## src/rtl/uart_pkg.sv

```systemverilog
// uart_pkg
//   Shared definitions for the UART blocks: receiver state encoding, the
//   baud select encoding used by the baud rate generator, and the system
//   clock / oversampling constants.
//
//   Contents:
//     CLK_HZ              system clock frequency in Hz
//     DEFAULT_OVERSAMPLE  ticks per bit period of the oversampling clock
//     rx_state_t          receiver FSM states
//     baud_sel_t          2-bit baud select (00=9600 .. 11=115200)
//     baud_rate()         baud rate in bit/s for a select code
//     tick_period()       clk cycles per oversampling tick for a select code
//
//   Optional feature macro used by the receiver: UART_RX_PARITY_EN
//   (the PARITY state value exists in the enum either way).

package uart_pkg;

    localparam int CLK_HZ             = 100_000_000;
    localparam int DEFAULT_OVERSAMPLE = 8;

    typedef enum logic [2:0] {
        IDLE   = 3'd0,
        START  = 3'd1,
        DATA   = 3'd2,
        PARITY = 3'd3,
        STOP   = 3'd4,
        BREAK  = 3'd5
    } rx_state_t;

    typedef enum logic [1:0] {
        BAUD_9600   = 2'b00,
        BAUD_19200  = 2'b01,
        BAUD_57600  = 2'b10,
        BAUD_115200 = 2'b11
    } baud_sel_t;

    function automatic int baud_rate(input baud_sel_t sel);
        case (sel)
            BAUD_9600:   return 9600;
            BAUD_19200:  return 19200;
            BAUD_57600:  return 57600;
            BAUD_115200: return 115200;
            default:     return 9600;
        endcase
    endfunction

    // The generator toggles every half period (rounded down), so one full
    // tick is twice the half-period divisor: 108 clk at 115200, 1302 at 9600.
    function automatic int tick_period(input baud_sel_t sel);
        int half;
        half = CLK_HZ / (baud_rate(sel) * DEFAULT_OVERSAMPLE * 2);
        return 2 * half;
    endfunction

endpackage

```

## src/rtl/uart_sync_edge.sv

```systemverilog
// uart_sync_edge
//   Front end shared by the UART blocks: a SYNC_STAGES-deep synchroniser for
//   the asynchronous serial line and a rising-edge detector that turns the
//   oversampling square wave into single-clk tick enables.
//
//   Ports:
//     clk      in   system clock
//     reset    in   asynchronous, active-high reset
//     rxd      in   raw serial line (idle high)
//     bclk_x8  in   oversampling square wave, treated as a level
//     rxd_s    out  synchronised serial line
//     tick     out  one-clk pulse per rising edge of bclk_x8

module uart_sync_edge #(
    parameter int SYNC_STAGES = 2
) (
    input  logic clk,
    input  logic reset,
    input  logic rxd,
    input  logic bclk_x8,
    output logic rxd_s,
    output logic tick
);

    logic [SYNC_STAGES-1:0] sync_q;
    logic                   bclk_q;
    logic                   bclk_qq;

    // Synchroniser resets to all ones so a reset release never looks like
    // a falling start edge on an idle line.
    always_ff @(posedge clk or posedge reset) begin
        if (reset) begin
            sync_q <= '1;
        end else begin
            sync_q <= {sync_q[SYNC_STAGES-2:0], rxd};
        end
    end

    assign rxd_s = sync_q[SYNC_STAGES-1];

    // Two samples of the square wave; a 0->1 transition between them is
    // one tick. A stopped bclk_x8 simply produces no ticks.
    always_ff @(posedge clk or posedge reset) begin
        if (reset) begin
            bclk_q  <= 1'b0;
            bclk_qq <= 1'b0;
        end else begin
            bclk_q  <= bclk_x8;
            bclk_qq <= bclk_q;
        end
    end

    assign tick = bclk_q & ~bclk_qq;

endmodule

```

## src/rtl/uart_rx_x8.sv

```systemverilog
// uart_rx_x8
//   UART receiver driven by the 8x oversampling clock from the baud rate
//   generator. Finds start bits, samples each bit at mid-bit, checks the
//   stop bit and hands each byte to the consumer on a valid/ready port.
//
//   Ports:
//     clk          in   system clock
//     reset        in   asynchronous, active-high reset
//     bclk_x8      in   oversampling square wave
//     rxd          in   serial input, idle high
//     rx_data      out  received byte, stable while rx_valid is high
//     rx_valid     out  byte available, held until rx_ready is seen
//     rx_ready     in   consumer accepts on rx_valid && rx_ready
//     framing_err  out  one-clk pulse when the stop bit samples low
//     overrun_err  out  one-clk pulse when a byte is dropped because the
//                       previous one was still waiting
//     busy         out  high whenever the FSM is not idle
//     parity_err   out  (UART_RX_PARITY_EN only) one-clk pulse on a parity
//                       mismatch in a frame with a good stop bit
//
//   Build option: define UART_RX_PARITY_EN to add a parity bit between the
//   data and stop bits (PARITY_ODD selects odd parity, default even).

module uart_rx_x8
    import uart_pkg::*;
#(
    parameter int DATA_BITS   = 8,
    parameter int OVERSAMPLE  = DEFAULT_OVERSAMPLE,
    parameter int SYNC_STAGES = 2
`ifdef UART_RX_PARITY_EN
    ,
    parameter bit PARITY_ODD  = 1'b0
`endif
) (
    input  logic                 clk,
    input  logic                 reset,
    input  logic                 bclk_x8,
    input  logic                 rxd,
    output logic [DATA_BITS-1:0] rx_data,
    output logic                 rx_valid,
    input  logic                 rx_ready,
    output logic                 framing_err,
    output logic                 overrun_err,
    output logic                 busy
`ifdef UART_RX_PARITY_EN
    ,
    output logic                 parity_err
`endif
);

    localparam int CNT_W = (OVERSAMPLE > 1) ? $clog2(OVERSAMPLE) : 1;
    localparam int IDX_W = (DATA_BITS > 1) ? $clog2(DATA_BITS) : 1;

    localparam logic [CNT_W-1:0] CNT_HALF = CNT_W'(OVERSAMPLE / 2 - 1);
    localparam logic [CNT_W-1:0] CNT_LAST = CNT_W'(OVERSAMPLE - 1);
    localparam logic [IDX_W-1:0] BIT_LAST = IDX_W'(DATA_BITS - 1);

    logic                 rxd_s;
    logic                 tick;

    rx_state_t            state;
    logic [CNT_W-1:0]     cnt;
    logic [IDX_W-1:0]     bit_idx;
    logic [DATA_BITS-1:0] shreg;
`ifdef UART_RX_PARITY_EN
    logic                 par_bit;
`endif

    uart_sync_edge #(
        .SYNC_STAGES (SYNC_STAGES)
    ) u_sync_edge (
        .clk     (clk),
        .reset   (reset),
        .rxd     (rxd),
        .bclk_x8 (bclk_x8),
        .rxd_s   (rxd_s),
        .tick    (tick)
    );

    // Receiver FSM. Everything except the consumer handshake only moves on
    // tick cycles, so a stopped bclk_x8 freezes the frame in place.
    //
    // Sample points: the start bit is confirmed OVERSAMPLE/2 ticks after it
    // was first seen low (mid-bit); every later bit is sampled a full
    // OVERSAMPLE ticks after the previous sample, which keeps all samples
    // near mid-bit. Data shifts in at the MSB so the first (LSB) bit ends
    // up in bit 0.
    //
    // A completed byte is only dropped when the previous byte is still
    // pending and not being accepted on this very edge; the later
    // assignment to rx_valid overrides the handshake clear so a byte that
    // completes on the accepting edge is loaded without loss.
    always_ff @(posedge clk or posedge reset) begin
        if (reset) begin
            state       <= IDLE;
            cnt         <= '0;
            bit_idx     <= '0;
            shreg       <= '0;
            rx_data     <= '0;
            rx_valid    <= 1'b0;
            framing_err <= 1'b0;
            overrun_err <= 1'b0;
            busy        <= 1'b0;
`ifdef UART_RX_PARITY_EN
            par_bit     <= 1'b0;
            parity_err  <= 1'b0;
`endif
        end else begin
            framing_err <= 1'b0;
            overrun_err <= 1'b0;
`ifdef UART_RX_PARITY_EN
            parity_err  <= 1'b0;
`endif
            if (rx_valid && rx_ready) begin
                rx_valid <= 1'b0;
            end

            if (tick) begin
                case (state)
                    IDLE: begin
                        if (!rxd_s) begin
                            state <= START;
                            cnt   <= '0;
                            busy  <= 1'b1;
                        end
                    end

                    START: begin
                        if (cnt == CNT_HALF) begin
                            cnt <= '0;
                            if (!rxd_s) begin
                                state   <= DATA;
                                bit_idx <= '0;
                            end else begin
                                state <= IDLE;
                                busy  <= 1'b0;
                            end
                        end else begin
                            cnt <= cnt + CNT_W'(1);
                        end
                    end

                    DATA: begin
                        if (cnt == CNT_LAST) begin
                            cnt   <= '0;
                            shreg <= {rxd_s, shreg[DATA_BITS-1:1]};
                            if (bit_idx == BIT_LAST) begin
`ifdef UART_RX_PARITY_EN
                                state <= PARITY;
`else
                                state <= STOP;
`endif
                            end else begin
                                bit_idx <= bit_idx + IDX_W'(1);
                            end
                        end else begin
                            cnt <= cnt + CNT_W'(1);
                        end
                    end

`ifdef UART_RX_PARITY_EN
                    PARITY: begin
                        if (cnt == CNT_LAST) begin
                            cnt     <= '0;
                            par_bit <= rxd_s;
                            state   <= STOP;
                        end else begin
                            cnt <= cnt + CNT_W'(1);
                        end
                    end
`endif

                    STOP: begin
                        if (cnt == CNT_LAST) begin
                            cnt <= '0;
                            if (rxd_s) begin
                                state <= IDLE;
                                busy  <= 1'b0;
                                if (rx_valid && !rx_ready) begin
                                    overrun_err <= 1'b1;
                                end else begin
                                    rx_data  <= shreg;
                                    rx_valid <= 1'b1;
                                end
`ifdef UART_RX_PARITY_EN
                                // Even parity: data plus parity bit must hold
                                // an even number of ones; odd parity inverts.
                                if ((^{shreg, par_bit}) != PARITY_ODD) begin
                                    parity_err <= 1'b1;
                                end
`endif
                            end else begin
                                framing_err <= 1'b1;
                                state       <= BREAK;
                            end
                        end else begin
                            cnt <= cnt + CNT_W'(1);
                        end
                    end

                    // Line held low after a bad stop bit: stay here silently
                    // until it returns high, so a long break gives one error.
                    BREAK: begin
                        if (rxd_s) begin
                            state <= IDLE;
                            busy  <= 1'b0;
                        end
                    end

                    default: begin
                        state <= IDLE;
                        cnt   <= '0;
                        busy  <= 1'b0;
                    end
                endcase
            end
        end
    end

endmodule

```

## config.mk

```make
export PLATFORM = sky130hd
export DESIGN_NAME = uart_rx_x8
export DESIGN_NICKNAME = d
export VERILOG_FILES = /design/src/rtl/uart_pkg.sv /design/src/rtl/uart_sync_edge.sv /design/src/rtl/uart_rx_x8.sv
export SDC_FILE = /design/constraint.sdc
export NUM_CORES = 1
export LEC_CHECK = 0
export ABC_AREA = 1
export CAP_MARGIN = 5
export CORE_AREA = 4 4 66 68
export DETAILED_ROUTE_END_ITERATION = 8
export DIE_AREA = 0 0 70 72
export MAX_ROUTING_LAYER = met4
export SLEW_MARGIN = 20
export SYNTH_ARGS = -nofsm -noshare
export SYNTH_HDL_FRONTEND = slang
export SYNTH_HIERARCHICAL = 1
export SYNTH_SLANG_ARGS = --single-unit
```

## constraint.sdc

```tcl
create_clock -name clk -period 1.8 [get_ports clk]
set_input_delay 0.45 -clock clk [delete_from_list [all_inputs] [get_ports clk]]
set_output_delay 0.45 -clock clk [all_outputs]
set_load 0.03 [all_outputs]
```

==> summary.md <==
| Metric | Value |
|---|---|
| Critical Path, Cell by Cell | `clkdlybuf4s50_1` |
| Via density | `4.78` |
| Syn Area/Cell | `8.87 µm²` |
| Post-CTS sizing | `0` |
| Most frequent cells in the layout | `nand2_1 (51), dfrtp_1 (31), inv_1 (27)` |
| CTS Buf Count | `5` |
| I/O pin total | `17` |
| Clk pin slew, worst setup/hold paths | `70 ps` |
| Average wire per standard cell | `11.3 µm` |
| Unique masters post-synth | `22` |
| Crit path time final | `1750 ps` |
| Ys Warns | `6` |
| CTS tree | `built` |
| Drt first pass iters | `4` |
| Max FO, Critical Path | `2` |
| Post-synth net total | `197` |
| DRC Markers | `0` |
| Hold Path Class | `flip-flop to flip-flop` |
| Routability congestion estimate | `0.861` |
| Largest net degree at the start of global routing | `30` |
| Sink Count | `33` |
| Kind of start point of the critical path | `flip-flop` |
| Crit path arrival time | `1300 ps` |
| H-tree depth | `2` |
| Synth Instances | `186` |
| Critical path required time | `1350 ps` |
| # rows | `23` |
| Nets@finish | `218` |
| Leak | `0.971 nW` |
| Initial antenna violation count | `0` |
| Reg2Reg Depth | `7` |
| Cts hold-fix bufs | `0` |
| Critical path's top delay family | `buffers and inverters` |
| Flop-to-flop setup slack | `170 ps` |
| Share of cells above drive strength 1 | `18.3%` |
| Port Buffers | `16` |
| Slowest Stage Delay on Critical Path | `680 ps` |
| Die ar. | `0.00504 mm²` |
| Status | `complete, no violations` |
| Hold Crit Depth | `0` |
| Via count | `1234` |
| Placeable Area | `0.00386 mm²` |
| First-pass GRT wire length | `5220 µm` |
| Pwr dens | `1130 mW/mm²` |
| Hold Crit Start | `u_sync_edge/sync_q[0]` |
| Total negative slack | `0 ps` |
| RSZ-0062 raised after global routing | `false` |
| Post-synthesis sequential area ratio | `50.2%` |
| Crit path buf inv count | `1` |
| Placed Area | `0.00185 mm²` |
| Initial core utilization | `42.8%` |
| Worst Path Class, Setup | `flip-flop to output pin` |
| Die H | `72 µm` |
| Core Util, Final | `51.3%` |
| Cell Area, Synth | `0.00165 mm²` |
| Setup-failing EPs final | `0` |
| Slew of the pin with the lowest slew margin | `390 ps` |
| Chip width | `70 µm` |
| Seq cells post-synth | `33` |
| # diodes | `0` |
| Global route total overflow | `0` |
| Clk buf depth | `2` |
| Slew Limit Fails | `0` |
| Critical Path Start | `rx_data[3]` |
| Worst slew margin | `74.0%` |
| Fmax | `573 MHz` |
| ANT nets after route | `0` |
| Clock skew | `4.65 ps` |
| Vias in the first global route | `1185` |
| Hold EP | `u_sync_edge/sync_q[1]` |
| GRT Util Overall | `13.3%` |
| Clock tree root buffer cell | `clkbuf_8` |
| Worst R2R End | `bit_idx[1]` |
| Worst VDD drop | `725 µV` |
| Most common cell after layout, fill and taps aside | `nand2_1` |
| Total setup buffers inserted after CTS | `0` |
| Fin. Hold Viols | `0` |
| Critical path's slowest cell | `clkdlybuf4s50_1` |
| Final period util | `97.0%` |
| Final wirelength | `2920 µm` |
| Worst Setup End Kind | `output pin` |
| Final Cell Area | `0.00198 mm²` |
| Area Growth Syn to Fin | `19.8%` |
| Worst-Skew Late Latency | `280 ps` |
| Initial DRC Count | `85` |
| DP Wirelength | `2190 µm` |
| Max Cap Viol | `0` |
| Worst r2r src | `state[2]` |
-- kinds of logic after synthesis --
family | count (synthesis) | synth area share, %
AND/OR/NAND/NOR | 92 | 25.8
flip-flops | 33 | 50.2
adder cells (fa/ha/maj) | 6 | 4.55
buffers and inverters | 33 | 9.10
AO/OA/AOI/OAI | 22 | 10.4
-- flip-flops by register name (all words and copies together), names as in the netlist --
register / flops
u_sync_edge/bclk_q: 1
framing_err: 1
rx_data: 8
bit_idx: 3
u_sync_edge/bclk_qq: 1
busy: 1
shreg: 8
state: 3
u_sync_edge/sync_q: 2
rx_valid: 1
overrun_err: 1
cnt: 3
-- worst max path at each step --
stage	end	slack, ps	cells after the start
after floorplan	rx_data[4]	240	8
after global placement	rx_data[6]	160	7
after detailed placement	shreg[5]	110	6
after CTS	rx_data[3]	40	1
after global routing	rx_data[3]	0.6	1
final	rx_data[3]	50	1
-- layout make-up --
type	count	area, µm²
Multi-Input combinational cell	120	686
Clock inverter	1	30.0
Clock buffer	7	86.3
Sequential cell	33	828
Tap cell	50	62.6
Inverter	29	109
Timing Repair Buffer	18	175
Fill cell	376	1880
-- power breakdown --
part / leakage (nW) / internal (W) / switching [W]
sequential: 0.444 / 0.000811 / 0.000108
combinational: 0.469 / 0.000198 / 0.000416
clock: 0.0585 / 0.000451 / 0.000259
-- cells in the mapped netlist --
| cell | n | area share, % |
|---|---|---|
| nand3b_2 | 1 | 0.68 |
| o211ai_1 | 1 | 0.46 |
| dfrtp_1 | 31 | 47 |
| nor2_4 | 1 | 0.68 |
| o21a_1 | 1 | 0.46 |
| nor2_1 | 12 | 2.7 |
| nor3_1 | 1 | 0.30 |
| nand4_2 | 1 | 0.76 |
| nor3_4 | 1 | 0.99 |
| buf_6 | 3 | 2.0 |
| nand3_1 | 14 | 4.2 |
| o21ai_2 | 15 | 8.0 |
| inv_2 | 2 | 0.46 |
| inv_1 | 27 | 6.1 |
| nand2_1 | 51 | 12 |
| nand4_1 | 4 | 1.5 |
| o21ai_0 | 5 | 1.5 |
| nor2_2 | 4 | 1.5 |
| buf_4 | 1 | 0.46 |
| ha_1 | 6 | 4.5 |
| nand2_2 | 2 | 0.76 |
| dfstp_2 | 2 | 3.2 |
-- layer usage --
| metal | wire [µm] | vias up | GRT usage [%] |
|---|---|---|---|
| met3 | 134 | 2 | 4.02 |
| li1 | - | 629 | - |
| met2 | 1370 | 24 | 20.5 |
| met1 | 1400 | 579 | 16.6 |
| met5 | 0 | - | - |
| met4 | 17 | 0 | 4.89 |
-- metrics by stage --
step / std cells / total power (W) / setup WS [ps] / hold WS [ps]
3_5_place_dp: 250 / 0.00154 / 108 / 353
6_report: 258 / 0.00224 / 53.4 / 357
3_3_place_gp: 250 / 0.00153 / 156 / 346
2_1_floorplan: 186 / 0.00142 / 244 / 215
5_1_grt: 258 / 0.00241 / 0.560 / 370
4_1_cts: 258 / 0.00226 / 35.2 / 363
Note: power is estimated with default switching activity, not from simulation.
